--- src/rtl/flash_spi_arbiter_pkg.sv ---
// Shared flash package: requester indices, arbiter gap default, FSM encodings.
package flash_spi_arbiter_pkg;

  // Requester slots on the shared spi_master
  localparam logic [1:0] REQ_WRITE = 2'd0;  // flash_write
  localparam logic [1:0] REQ_READ  = 2'd1;  // flash_read
  localparam logic [1:0] REQ_ID    = 2'd2;  // flash_id

  // CS-high idle time after each released grant
  localparam int GAP_CYC_DEF = 16;

  // Arbiter FSM encodings
  localparam logic [1:0] ST_IDLE  = 2'd0;
  localparam logic [1:0] ST_GRANT = 2'd1;
  localparam logic [1:0] ST_GAP   = 2'd2;

  // One-hot grant to requester index; zero maps to slot 0
  function automatic logic [1:0] onehot_idx(input logic [2:0] oh);
    logic [1:0] idx;
    idx = 2'd0;
    if (oh[1]) idx = 2'd1;
    if (oh[2]) idx = 2'd2;
    return idx;
  endfunction

endpackage

--- src/rtl/flash_spi_arbiter_rr_pick3.sv ---
// Combinational 3-way round-robin picker: search starts just after last owner.
module rr_pick3
  import flash_spi_arbiter_pkg::*;
(
  input  logic [2:0] i_req,
  input  logic [1:0] i_last,
  output logic [2:0] o_pick
);

  logic [1:0] w_ord [3];

  // Priority order rotated so the previous owner is checked last
  always_comb begin
    case (i_last)
      REQ_WRITE: begin w_ord[0] = REQ_READ;  w_ord[1] = REQ_ID;    w_ord[2] = REQ_WRITE; end
      REQ_READ:  begin w_ord[0] = REQ_ID;    w_ord[1] = REQ_WRITE; w_ord[2] = REQ_READ;  end
      default:   begin w_ord[0] = REQ_WRITE; w_ord[1] = REQ_READ;  w_ord[2] = REQ_ID;    end
    endcase
  end

  // First requesting slot in rotated order wins
  always_comb begin
    o_pick = 3'b000;
    if (i_req[w_ord[0]])      o_pick[w_ord[0]] = 1'b1;
    else if (i_req[w_ord[1]]) o_pick[w_ord[1]] = 1'b1;
    else if (i_req[w_ord[2]]) o_pick[w_ord[2]] = 1'b1;
  end

endmodule

--- src/rtl/flash_spi_arbiter.sv ---
// Arbitrates flash_write / flash_read / flash_id onto one spi_master.
// An owner keeps the bus until its req drops, then CS is held high for GAP_CYC.
module flash_spi_arbiter
  import flash_spi_arbiter_pkg::*;
#(
  parameter int GAP_CYC = GAP_CYC_DEF
) (
  input  logic       clk,
  input  logic       rst_n,
  input  logic [2:0] req,
  input  logic [7:0] tx_din0,
  input  logic [7:0] tx_din1,
  input  logic [7:0] tx_din2,
  output logic [2:0] trans_done_o,
  output logic [7:0] rx_dout,
  output logic       m_trans_req,
  output logic [7:0] m_tx_dout,
  input  logic [7:0] m_rx_din,
  input  logic       m_trans_done,
  output logic [2:0] grant,
  output logic       busy
);

  localparam int CW = $clog2(GAP_CYC + 1);
  localparam logic [CW-1:0] GAP_LAST = CW'(GAP_CYC - 1);

  logic [1:0]      r_state;
  logic [2:0]      r_grant;
  logic [1:0]      r_owner;
  logic [1:0]      r_last;
  logic [CW-1:0]   r_gap_cnt;
  logic [2:0]      w_pick;
  logic [2:0][7:0] w_tx_din;
  logic            w_in_grant;

  assign w_tx_din   = {tx_din2, tx_din1, tx_din0};
  assign w_in_grant = (r_state == ST_GRANT);

  rr_pick3 u_pick (
    .i_req  (req),
    .i_last (r_last),
    .o_pick (w_pick)
  );

  // FSM: IDLE picks an owner, GRANT holds until owner's req drops, GAP idles CS
  always_ff @(posedge clk or negedge rst_n) begin
    if (!rst_n) begin
      r_state   <= ST_IDLE;
      r_grant   <= 3'b000;
      r_owner   <= REQ_WRITE;
      r_last    <= REQ_ID;
      r_gap_cnt <= '0;
    end else begin
      case (r_state)
        ST_IDLE: begin
          if (|req) begin
            r_grant <= w_pick;
            r_owner <= onehot_idx(w_pick);
            r_state <= ST_GRANT;
          end
        end
        ST_GRANT: begin
          if (!req[r_owner]) begin
            r_grant <= 3'b000;
            r_last  <= r_owner;
            r_state <= ST_GAP;
          end
        end
        ST_GAP: begin
          if (r_gap_cnt == GAP_LAST) begin
            r_gap_cnt <= '0;
            r_state   <= ST_IDLE;
          end else begin
            r_gap_cnt <= r_gap_cnt + 1'b1;
          end
        end
        default: begin
          r_state   <= ST_IDLE;
          r_grant   <= 3'b000;
          r_gap_cnt <= '0;
        end
      endcase
    end
  end

  // Owner path muxing; everything is gated by GRANT so reset drops it at once
  always_comb begin
    m_trans_req  = w_in_grant & req[r_owner];
    m_tx_dout    = w_in_grant ? w_tx_din[r_owner] : 8'h00;
    trans_done_o = w_in_grant ? (r_grant & {3{m_trans_done}}) : 3'b000;
  end

  assign rx_dout = m_rx_din;
  assign grant   = r_grant;
  assign busy    = (r_state != ST_IDLE);

endmodule

--- config.mk ---
export PLATFORM = sky130hd
export DESIGN_NAME = flash_spi_arbiter
export DESIGN_NICKNAME = d
export VERILOG_FILES = /design/src/rtl/flash_spi_arbiter_pkg.sv /design/src/rtl/flash_spi_arbiter_rr_pick3.sv /design/src/rtl/flash_spi_arbiter.sv
export SDC_FILE = /design/constraint.sdc
export NUM_CORES = 1
export LEC_CHECK = 0
export BUFFER_PORTS_ARGS = -buffer_cell sky130_fd_sc_hd__buf_4
export CAP_MARGIN = 20
export CORE_ASPECT_RATIO = 0.75
export CORE_UTILIZATION = 46
export DETAILED_ROUTE_END_ITERATION = 8
export PLACE_DENSITY = 0.86
export SLEW_MARGIN = 20
export SYNTH_ARGS = -nofsm -noshare
export SYNTH_HDL_FRONTEND = slang
export SYNTH_SLANG_ARGS = --single-unit
--- constraint.sdc ---
create_clock -name clk -period 2.6 [get_ports clk]
set_input_delay 0 -clock clk [delete_from_list [all_inputs] [get_ports clk]]
set_output_delay 0 -clock clk [all_outputs]
set_load 0.005 [all_outputs]
* Word-level counts from Yosys, hierarchy flattened
Cells that the tools add are included.
** Storage, ports and cells
- Latch bits :: 0
- Register bits :: 14
- Memory bits (read-only) :: 0
- Memory bits (writable) :: 0
- Memories kept :: 0
- Output and inout port bits :: 24
- Word-level logic and storage cells :: 69
** Operators by class
- Multiplexer cells :: 33
- Shift operators :: 0
- $lt $le $gt $ge :: 7
- Reductions and logical operators :: 12
- Divide/modulo/power cells :: 0
- $add $sub $neg :: 1
- Bitwise gates (word level) :: 4
- Multiply operators :: 0
- Equality and inequality tests :: 7
** Operators by type and width (number)
- $mux 3 :: 6
- $bmux 8 s2 :: 1
- $mux 8 :: 2
- $lt 2x3->1 const B :: 4
- $pmux 6 s2 :: 1
- $pmux 5 s2 :: 1
- $pmux 3 s3 :: 1
- $bmux 1 s2 :: 4
- $mux 1 :: 8
- $mux 2 :: 4
- $demux 1 s2 :: 3
- $ge 2x1->1 const B :: 3
- $ne 2x2->1 const B :: 3
- $pmux 2 s3 :: 1
- $reduce_and 3->1 :: 2
- $add 5x1->5 const B :: 1
- $eq 5x4->1 const B :: 1
- $mux 5 :: 1
- $eq 2x1->1 const B :: 2
- $logic_not 2->1 :: 2
- $reduce_and 2->1 :: 2
- $and 3x3->3 :: 1
- $logic_and 1x1->1 :: 3
- $reduce_or 3->1 :: 1
- 5 further kinds :: 6

* Depth between registers and ports, before layout
- Word-level depth :: 11
- Mapped depth :: 5
- Depth with buffers taken out :: 5

* Cells and area by module
From an unflattened synthesis, not the netlist that was laid out.
** Second synthesis, totals
- Cells, all modules :: 122
- Area, all modules :: 994.7 µm²
** Modules (own cells, without submodules)
- flash_spi_arbiter :: cells an instance 114, area each 939.7 µm², instances 1, seq. area each 351.6 µm²
- rr_pick3 :: cells an instance 8, area each 55.1 µm², instances 1, seq. area each 0.0 µm²

* Worst setup path after synthesis
Ideal clock, no wire load.
- Kind :: flip-flop to flip-flop
- From :: register r_owner[1]
- To :: register r_grant[0], in the netlist grant[0]
- Slack :: 1.324 ns
- Cell stages (with the launch flop) :: 5
- Path buffers :: 0
- Data required time :: 2.478 ns
- Period minus slack after synthesis :: 1.276 ns
- Arrival time :: 1.154 ns
- Cell sequence :: dfrtp_1 -> mux2_4 -> a32oi_2 -> o21ai_2 -> a32o_1
** Between the ends
- Word-level cells in the longest chain between the ends :: 4
** Ends and longest elaborated chain
- from (decl) :: RTL line flash_spi_arbiter.sv:29 : logic [1:0] r_owner;
- from (signal assigned) :: RTL line flash_spi_arbiter.sv:58 : r_owner <= onehot_idx(w_pick);
- $bmux 1 s2 :: RTL line flash_spi_arbiter.sv:63 : if (!req[r_owner]) begin
- $mux 1 (implied by the code) :: RTL line flash_spi_arbiter.sv:63
- $ne 2x2->1 (no source line)
- $reduce_and 3->1 (no source line)
- to (signal assigned) :: RTL line flash_spi_arbiter.sv:57 : r_grant <= w_pick;
- to (decl) :: RTL line flash_spi_arbiter.sv:28 : logic [2:0] r_grant;
Every way passes these cells. The select of a mux whose other input is x is not followed.
A chain may end at the register's enable or synchronous reset.

* Worst setup path in the final report
- From :: register r_owner[1]
- To :: output port m_trans_req
** Between the ends
- Word-level cells in the longest chain between the ends :: 3
** Ends and longest elaborated chain
- $bmux 1 s2 :: RTL line flash_spi_arbiter.sv:88 : m_trans_req = w_in_grant & req[r_owner];
- $mux 1 (implied by the code) :: RTL line flash_spi_arbiter.sv:88
- $and 1x1->1 :: RTL line flash_spi_arbiter.sv:88
- to (decl) :: RTL line flash_spi_arbiter.sv:16 : output logic m_trans_req,
Every way passes these cells. The select of a mux whose other input is x is not followed.

==> impl_metrics.prom <==
# TYPE chip_impl_metric gauge
chip_impl_info{name="most_used_cells_in_the_layout_excluding_fill_and_tap_cells",value="buf_4, nor2_1, dfrtp_1"} 1
chip_impl_metric{name="critPathMaxFanout",unit=""} 13
chip_impl_metric{name="min_period_over_period",unit="%"} 76.6
chip_impl_info{name="grt_setup_unrepaired",value="false"} 1
chip_impl_metric{name="worstMarginPinSlew",unit="ns"} 0.743
chip_impl_metric{name="final_max_slew_viol_count",unit=""} 0
chip_impl_metric{name="grt_usage",unit="%"} 23.9
chip_impl_metric{name="clock.fmax",unit="GHz"} 0.502
chip_impl_info{name="crit_path_top_delay_cell",value="nor2b_1"} 1
chip_impl_metric{name="fp.dieW",unit="um"} 56.2
chip_impl_metric{name="dpl_cell_area",unit="mm2"} 0.00128
chip_impl_metric{name="clock_skew",unit="ns"} 0.00892
chip_impl_metric{name="clock_insertion_delay_at_the_later_pin_of_the_skew_report",unit="ns"} 0.29
chip_impl_metric{name="cts_resized",unit=""} 0
chip_impl_info{name="tritoncts",value="yes"} 1
chip_impl_metric{name="antenna_found_initial",unit=""} 0
chip_impl_metric{name="postCtsSetupBuffers",unit=""} 0
chip_impl_metric{name="drtPass1Iterations",unit=""} 4
chip_impl_metric{name="critical_path.max_stage_delay",unit="ns"} 0.68
chip_impl_metric{name="place.port_buffers",unit=""} 45
chip_impl_metric{name="ctsLongestPathBuffers",unit=""} 2
chip_impl_info{name="critical_path.endpoint_type",value="output pin"} 1
chip_impl_info{name="setup.worst_path.class",value="reg2out"} 1
chip_impl_metric{name="via_cell_ratio",unit=""} 5.54
chip_impl_info{name="cpLargestDelayFamily",value="simple AND/OR/NAND/NOR gates"} 1
chip_impl_metric{name="core.rowCount",unit=""} 14
chip_impl_metric{name="number_of_global_route_vias_before_repair",unit=""} 997
chip_impl_metric{name="gr-total-overflow",unit=""} 0
chip_impl_metric{name="clkTransAtPathRegs",unit="ns"} 0.09
chip_impl_metric{name="synthesized_area_per_cell",unit="um2"} 8.53
chip_impl_metric{name="critical_path_arrival",unit="ns"} 1.99
chip_impl_info{name="run_status",value="finished, final reports clean"} 1
chip_impl_metric{name="hold_viol",unit=""} 0
chip_impl_metric{name="postSynthCellCount",unit=""} 119
chip_impl_metric{name="avgRoutedWirePerCell",unit="um"} 14.6
chip_impl_metric{name="start_util",unit="%"} 49.5
chip_impl_metric{name="synth-seq-area-share",unit="%"} 34.6
chip_impl_metric{name="die_area",unit="mm2"} 0.00240
chip_impl_metric{name="place.gp.congestion",unit=""} 0.823
chip_impl_metric{name="cts.sinks",unit=""} 14
chip_impl_metric{name="placed_instances",unit=""} 174
chip_impl_metric{name="synth_edf_count",unit=""} 0
chip_impl_info{name="startpoint_type",value="register"} 1
chip_impl_info{name="cp_cell_sequence",value="nor2b_1 -> a32oi_2 -> inv_1 -> buf_4"} 1
chip_impl_metric{name="drive_above_1_share",unit="%"} 34.8
chip_impl_info{name="ys_dominant_reg_cell",value="dfrtp_1"} 1
chip_impl_metric{name="die_y",unit="um"} 42.7
chip_impl_metric{name="fill_cells",unit=""} 163
chip_impl_metric{name="vias",unit=""} 992
chip_impl_metric{name="finalSetupTns",unit="ns"} 0
chip_impl_metric{name="postLayoutCellArea",unit="mm2"} 0.00132
chip_impl_metric{name="place.detailed.hpwl",unit="um"} 1980
chip_impl_metric{name="grt_first_pass_wirelength",unit="um"} 4390
chip_impl_metric{name="hold_worst_slack",unit="ns"} 0.00000198
chip_impl_info{name="worst_hold_path_type",value="in2out"} 1
chip_impl_metric{name="static-leakage-power",unit="uW"} 0.000686
chip_impl_metric{name="htreeDepth",unit=""} 1
chip_impl_metric{name="num_antenna_cells",unit=""} 0
chip_impl_info{name="mostFrequentLayoutCell",value="buf_4"} 1
chip_impl_metric{name="power_density",unit="mW/mm2"} 950
chip_impl_metric{name="synth.cell_area",unit="mm2"} 0.00101
chip_impl_metric{name="ctsHoldBuffers",unit=""} 1
chip_impl_metric{name="num_io_pins",unit=""} 62
chip_impl_metric{name="timing.final.crit_period",unit="ns"} 1.99
chip_impl_metric{name="post_synth_num_cell_types",unit=""} 34
chip_impl_metric{name="fp.coreArea",unit="mm2"} 0.00205
chip_impl_metric{name="timing.critical_path.required",unit="ns"} 2.60
chip_impl_metric{name="async_flop_share",unit="%"} 100
chip_impl_metric{name="antenna_violating_nets_post_route",unit=""} 0
chip_impl_metric{name="detail_route.wirelength",unit="um"} 2610
chip_impl_metric{name="finalNetCount",unit=""} 195
chip_impl_metric{name="layout.cells.non_filler",unit=""} 179
chip_impl_metric{name="critical_path_buf_inv_count",unit=""} 2
chip_impl_metric{name="number_of_register_bits_inferred_by_synthesis",unit=""} 14
chip_impl_metric{name="max-vdd-ir-drop",unit="uV"} 656
chip_impl_metric{name="maxCapViolations",unit=""} 0
chip_impl_metric{name="cts_buffers",unit=""} 3
chip_impl_metric{name="grt_start_max_net_pins",unit=""} 15
chip_impl_metric{name="synth_fp_nets",unit=""} 158
chip_impl_metric{name="drt-initial-drc-count",unit=""} 22
chip_impl_metric{name="yosysWarningCount",unit=""} 0
chip_impl_metric{name="slew_headroom",unit="%"} 50.4
chip_impl_metric{name="detailed_route_drc_error_count",unit=""} 0
chip_impl_metric{name="final-setup-viol-count",unit=""} 0
chip_impl_metric{name="area_delta_synth_final",unit="%"} 29.8
chip_impl_info{name="clock-root-buffer",value="clkbuf_4"} 1
## metrics by stage
step / util (%) / setup slack [ns] / power (uW)
after floorplan: - / 1.32 / 890
after global placement: 62.5 / 0.898 / 1090
after detailed placement: 62.5 / 0.821 / 1110
after CTS: 64.3 / 0.629 / 1250
after global routing: 64.3 / 0.476 / 1350
final: 64.3 / 0.608 / 1250
## cells by family after synthesis
logic type | after synthesis | share of synthesized area [%]
DFF | 14 | 34.6
and+or+nand+nor | 45 | 21.5
buffers and inverters | 20 | 12.2
AOI/OAI and AO/OA | 29 | 20.1
muxes | 10 | 10.4
adders and majority gates | 1 | 1.23
## synth_stat cells, types with 3 or more instances
cell type	instances	share of area [%]
and3_1	4	2.5
a21oi_1	10	4.9
buf_2	3	1.5
nor2_1	19	7.0
mux2i_1	9	8.9
buf_4	8	5.9
nor2b_1	4	2.5
nand2_1	8	3.0
inv_1	6	2.2
dfrtp_1	13	32
o21ai_1	4	2.0
nand2b_1	4	2.5
## area by class of cell
| type | instances | area, um2 | share of cell area (%) |
|---|---|---|---|
| multi-input combinational | 85 | 539 | 40.9 |
| sequential | 14 | 352 | 26.7 |
| timing repair buffer | 46 | 348 | 26.4 |
| tap | 24 | 30.0 | 2.28 |
| clock buffer | 4 | 26.3 | 1.99 |
| inverter | 6 | 22.5 | 1.71 |
## final timing paths
kind	start	slack, ns	depth (start not counted)	end
min in group asynchronous	rst_n	0.09	2	grant[1]$_DFFE_PN0P_
worst max-delay path	r_owner[1]$_DFFE_PN0P_	0.61	4	m_trans_req
worst min register to register	r_gap_cnt[2]$_DFFE_PN0N_	0.51	1	r_gap_cnt[2]$_DFFE_PN0N_
worst max register to register	r_owner[1]$_DFFE_PN0P_	0.77	4	r_last[1]$_DFFE_PN1P_
worst min-delay path	m_rx_din[1]	0.000002	0	rx_dout[1]
max in group asynchronous	rst_n	2.26	2	r_last[1]$_DFFE_PN1P_
## where the power goes
| group | switching (uW) | leakage (uW) | internal, uW |
|---|---|---|---|
| Combinational | 312 | 0.000491 | 348 |
| Sequential | 154 | 0.000180 | 304 |
| Clock | 74.0 | 0.0000150 | 59.7 |
| Total | 539 | 0.000686 | 712 |
## registers in the layout, summed over array words and instances, names as in the netlist
register   cells
r_gap_cnt      5
r_state        2
grant          3
r_last         2
r_owner        2
## metal layers
metal	GRT usage (%)	routed length, um	vias to the layer above
li1	-	-	474
met2	36.0	1220	25
met1	32.0	1170	483
met4	8.78	46	0
met3	8.23	168	10
met5	0	0	-
(Power assumes the default switching activity.)
